[src/rtl/uart_pkg.sv]
// Shared UART constants: default bit period, frame length and receiver state encoding.
package uart_pkg;

  localparam int UART_CLKS_PER_BIT = 16;
  localparam int DATA_BITS         = 8;

  typedef enum logic [1:0] {
    RX_IDLE  = 2'd0,
    RX_START = 2'd1,
    RX_DATA  = 2'd2,
    RX_STOP  = 2'd3
  } rx_state_e;

  function automatic logic is_last_data_bit(input logic [2:0] idx);
    return idx == 3'(DATA_BITS - 1);
  endfunction

endpackage

[src/rtl/uart_sync2.sv]
// Two-flop synchronizer for a single asynchronous input, with a selectable reset level.
module uart_sync2 #(
  parameter logic RESET_VAL = 1'b0
) (
  input  logic clk,
  input  logic rst_n,
  input  logic d,
  output logic q
);

  logic meta_q, meta_d;
  logic sync_q, sync_d;

  always_comb begin
    meta_d = d;
    sync_d = meta_q;
  end

  always_ff @(posedge clk or negedge rst_n) begin
    if (!rst_n) begin
      meta_q <= RESET_VAL;
      sync_q <= RESET_VAL;
    end else begin
      meta_q <= meta_d;
      sync_q <= sync_d;
    end
  end

  assign q = sync_q;

endmodule

[src/rtl/uart_rx.sv]
// 8N1 UART receiver: mid-bit sampling, framing check, and a single-entry
// valid/ready output slot that reports overrun when a good byte finds it occupied.
module uart_rx
  import uart_pkg::*;
#(
  parameter int CLKS_PER_BIT = UART_CLKS_PER_BIT,
  parameter int HALF_BIT     = CLKS_PER_BIT / 2
) (
  input  logic       clk,
  input  logic       rst_n,
  input  logic       rx,
  output logic [7:0] data_out,
  output logic       rx_valid,
  input  logic       rx_ready,
  output logic       busy,
  output logic       frame_err,
  output logic       overrun
);

  localparam int CNT_W = $clog2(CLKS_PER_BIT);
  localparam logic [CNT_W-1:0] HALF_LAST = CNT_W'(HALF_BIT - 1);
  localparam logic [CNT_W-1:0] BIT_LAST  = CNT_W'(CLKS_PER_BIT - 1);

  logic                 rx_s;
  rx_state_e            state_q, state_d;
  logic [CNT_W-1:0]     cnt_q, cnt_d;
  logic [2:0]           bit_idx_q, bit_idx_d;
  logic [DATA_BITS-1:0] shift_reg_q, shift_reg_d;
  logic [7:0]           data_out_q, data_out_d;
  logic                 rx_valid_q, rx_valid_d;
  logic                 frame_err_q, frame_err_d;
  logic                 overrun_q, overrun_d;
  logic                 busy_d;
  logic                 stop_good;
  logic                 stop_bad;

  // The line idles high, so the synchronizer resets high to avoid a false start bit.
  uart_sync2 #(
    .RESET_VAL(1'b1)
  ) u_sync (
    .clk   (clk),
    .rst_n (rst_n),
    .d     (rx),
    .q     (rx_s)
  );

  always_ff @(posedge clk or negedge rst_n) begin
    if (!rst_n) begin
      state_q     <= RX_IDLE;
      cnt_q       <= '0;
      bit_idx_q   <= '0;
      shift_reg_q <= '0;
      data_out_q  <= '0;
      rx_valid_q  <= 1'b0;
      frame_err_q <= 1'b0;
      overrun_q   <= 1'b0;
    end else begin
      state_q     <= state_d;
      cnt_q       <= cnt_d;
      bit_idx_q   <= bit_idx_d;
      shift_reg_q <= shift_reg_d;
      data_out_q  <= data_out_d;
      rx_valid_q  <= rx_valid_d;
      frame_err_q <= frame_err_d;
      overrun_q   <= overrun_d;
    end
  end

  // Leaving STOP at mid-bit lets a start bit that directly follows the stop bit be caught.
  always_comb begin
    state_d     = state_q;
    cnt_d       = cnt_q;
    bit_idx_d   = bit_idx_q;
    shift_reg_d = shift_reg_q;
    stop_good   = 1'b0;
    stop_bad    = 1'b0;
    unique case (state_q)
      RX_IDLE: begin
        if (!rx_s) begin
          state_d = RX_START;
          cnt_d   = '0;
        end
      end
      RX_START: begin
        if (cnt_q == HALF_LAST) begin
          cnt_d = '0;
          if (!rx_s) begin
            state_d   = RX_DATA;
            bit_idx_d = '0;
          end else begin
            state_d = RX_IDLE;
          end
        end else begin
          cnt_d = cnt_q + 1'b1;
        end
      end
      RX_DATA: begin
        if (cnt_q == BIT_LAST) begin
          cnt_d                  = '0;
          shift_reg_d[bit_idx_q] = rx_s;
          if (is_last_data_bit(bit_idx_q)) begin
            state_d = RX_STOP;
          end else begin
            bit_idx_d = bit_idx_q + 1'b1;
          end
        end else begin
          cnt_d = cnt_q + 1'b1;
        end
      end
      RX_STOP: begin
        if (cnt_q == BIT_LAST) begin
          cnt_d     = '0;
          state_d   = RX_IDLE;
          stop_good = rx_s;
          stop_bad  = !rx_s;
        end else begin
          cnt_d = cnt_q + 1'b1;
        end
      end
      default: begin
        state_d = RX_IDLE;
        cnt_d   = '0;
      end
    endcase
  end

  // A consume and a load on the same edge keep the slot full with the new byte.
  always_comb begin
    data_out_d  = data_out_q;
    rx_valid_d  = rx_valid_q;
    frame_err_d = stop_bad;
    overrun_d   = 1'b0;
    busy_d      = (state_q != RX_IDLE);
    if (rx_valid_q && rx_ready) begin
      rx_valid_d = 1'b0;
    end
    if (stop_good) begin
      if (!rx_valid_q || rx_ready) begin
        data_out_d = shift_reg_q;
        rx_valid_d = 1'b1;
      end else begin
        overrun_d = 1'b1;
      end
    end
  end

  assign data_out  = data_out_q;
  assign rx_valid  = rx_valid_q;
  assign frame_err = frame_err_q;
  assign overrun   = overrun_q;
  assign busy      = busy_d;

endmodule

[config.mk]
export PLATFORM = sky130hd
export DESIGN_NAME = uart_rx
export DESIGN_NICKNAME = d
export VERILOG_FILES = /design/src/rtl/uart_pkg.sv /design/src/rtl/uart_sync2.sv /design/src/rtl/uart_rx.sv
export SDC_FILE = /design/constraint.sdc
export NUM_CORES = 1
export LEC_CHECK = 0
export ABC_AREA = 1
export CAP_MARGIN = 20
export CORE_MARGIN = 8
export CORE_UTILIZATION = 30
export CTS_CLUSTER_SIZE = 40
export DETAILED_ROUTE_END_ITERATION = 10
export HOLD_SLACK_MARGIN = 0.06
export SYNTH_ARGS = -nofsm -noshare
export SYNTH_HDL_FRONTEND = slang
export SYNTH_SLANG_ARGS = --single-unit
[constraint.sdc]
create_clock -name clk -period 1.3 [get_ports clk]
set_input_delay 0.13 -clock clk [delete_from_list [all_inputs] [get_ports clk]]
set_output_delay 0.13 -clock clk [all_outputs]
set_load 0.02 [all_outputs]
==> results of run 1 <==
==> worst max-delay path by stage <==
| stage | start | end | slack, ns | cells after the start |
|---|---|---|---|---|
| floorplan | cnt_q[1] | data_out[0] | -0.04 | 6 |
| global placement | cnt_q[1] | data_out[2] | -0.009 | 6 |
| detailed placement | cnt_q[1] | data_out[3] | -0.04 | 6 |
| CTS | cnt_q[0] | data_out[0] | -0.02 | 6 |
| global route | cnt_q[0] | data_out[0] | -0.11 | 6 |
| finish | cnt_q[0] | data_out[3] | -0.008 | 6 |
==> logic make-up (layout without fill, tap and decap cells) <==
| kind of cell | after synthesis | count (layout) | share of synthesized area (%) |
|---|---|---|---|
| buffers and inverters | 15 | 60 | 4.29 |
| and+or+nand+nor | 82 | 82 | 28.0 |
| DFF | 30 | 30 | 57.3 |
| adders and majority gates | 3 | 3 | 2.86 |
| AOI/OAI and AO/OA | 17 | 17 | 6.86 |
| xor gates and xnor gates | 1 | 1 | 0.667 |
==> metal layers <==
metal,wire (um),GRT usage (%)
met1,1210,9.45
met2,1230,13.8
met3,166,3.57
met4,75,5.79
met5,0,0
==> Yosys cell counts <==
cell     instances  area [um2]
nand2_1         47         176
o22ai_1          1        6.26
nand3_4          1        17.5
xor2_1           1        8.76
a22o_1           1        8.76
o21ai_0         15        75.1
nor3_1           2        10.0
dfstp_2          2        52.6
nand2_4          1        11.3
nor2_1          11        41.3
nor3_4           1        16.3
nand3_1         19        95.1
buf_1            1        3.75
inv_1           14        52.6
ha_1             3        37.5
dfrtp_1         28         701
==> sequential cells by signal (all words and copies together) (netlist names), 3 cells and up, named ones only <==
signal / flops
data_out: 8
cnt_q: 4
shift_reg_q: 8
bit_idx_q: 3
==> area by class of cell <==
type                    instances  area, um2
well taps                      52       65.1
multi-input cells             103        571
clock inverters                 2       10.0
fillers                       446       2440
flip-flops and latches         30        754
clock buffers                   5       68.8
inverters                      14       52.6
repair buffers                 39        332
==> power by group <==
part	switching (W)	internal, W	total [W]
sequential	0.0000749	0.00101	0.00108
clock	0.000343	0.000358	0.000701
combinational	0.000324	0.000281	0.000605
total	0.000742	0.00164	0.00239
==> per-stage QoR <==
step	worst slack (ns)	cells	total power [W]	hold WS [ns]
3_3_place_gp	-0.00879	234	0.00160	0.346
6_report	-0.00818	245	0.00239	0.161
2_1_floorplan	-0.0405	148	0.00137	-0.166
4_1_cts	-0.0249	241	0.00233	0.162
5_1_grt	-0.114	245	0.00250	0.177
3_5_place_dp	-0.0428	234	0.00161	0.349
==> timing repair <==
action,in CTS,in global routing
setup buffers,0,4
resized for setup,21,19
gates cloned,0,0
endpoints found under the setup margin,21,23
pin swaps,3,6
==> worst max-delay path, delay by kind of cell (launching register included) <==
kind                       cells  cell delay [ns]
DFF                            1             0.39
adders and majority gates      1             0.18
and+or+nand+nor                5             0.63
==> flow_summary.ini, run 1 <==
[layout]
area_growth_pct = 41.0
layout_common_cells = 42 x nand2_1, 27 x dfrtp_1, 21 x buf_4, 17 x nand3_1, 13 x inv_1
final_area_um2 = 1850
layout-drive-gt1-share_pct = 28.0
nets = 200
layout_commonest_cell = nand2_1
fin_util_pct = 43.2
n_antenna_cell = 0

[clocking]
cts_root_buf = clkbuf_8
cts_tree = yes
h-tree-depth = 2
clock_latency_ns = 0.28
clkSinkCount = 30
clkTransAtPathRegs_ns = 0.07
cts-hold-fix-buffers = 0
cts_made_buffers = 5
clock_path_buffers = 2

[placed_design]
dp_hpwl_um = 1920
place_area_um2 = 1700
port_buffers = 15
place.gp.congestion = 0.782

[critical_path]
path_class = flop to flop
path_cells = ha_4, nand3_4, nor3_4, nand2_4, nand2_1, nand2_1
reg2reg_to = data_out[3]
r2r_start = cnt_q[0]
cp-start-kind = flop
critPathMaxStageDelay_ns = 0.39
cpMostUsedCell = nand2_1
cpMaxStageDelayCell = dfrtp_1
end_kind = flop
reg2regPathDepth = 6
r2r_setup_slack_ns = -0.008
cp_data_arrival_time_ns = 1.49
worstPathMaxFanout = 8
required_ns = 1.48

[detailed_routing]
wl_per_cell_um = 11.0
final_antenna_net_count = 0
first_pass_iters = 4
dr_total_vias = 1081
drcViolationCount = 0
viasPerCell = 4.41
wl_um = 2690
drtIter0Drc = 32

[global_route]
grt_pass1_vias = 1040
antenna_found_initial = 0
grt_pass1_wl_um = 4400
overflow = 0
grt_max_degree = 22
grt_usage_pct = 8.72

[logic_synthesis]
ys_seq_elements = 30
ys_types = 16
syn_inst = 148
yosysSeqAreaShare_pct = 57.3
syn_area_um2 = 1310
synth_fp_nets = 155
syn_avg_cell_area_um2 = 8.88
yosys_warnings = 0

[floorplan]
core.rowCount = 24
die_area_um2 = 6750
fp.dieH_um = 82.2
pin_count = 16
initial_utilization_pct = 30.6
coreArea_um2 = 4290
die_w_um = 82.2

[sta]
fmax_mhz = 764
fin_ws_ns = -0.00818
setup_viol = 5
fin_tns_setup_ns = -0.0200
rsz0062_at_grt = true
tightest_slew_ns = 0.276
min_period_ns = 1.31
period_share_pct = 101
final_max_slew_viol_count = 0
relSlewSlack_pct = 81.5
clock_skew_ns = 0.00810
finalHoldViolations = 0

[pwr]
powerDensity_nw_per_um2 = 1290
irDropWorstVdd_uv = 613
leakage_nw = 0.979

[status]
status = complete, but fails checks
violations = negative setup slack

[hold_path]
holdCritPathClass = input port to asynchronous set/reset pin

[flow_run]
maxCapViolations = 0
(Power assumes the default switching activity.)
==> run 2, diff against run 1 <==
- CTS_CLUSTER_DIAMETER: not set -> 30
==> results of run 2 <==
The final DEF is identical to that of run 1; final timing and power are the same.
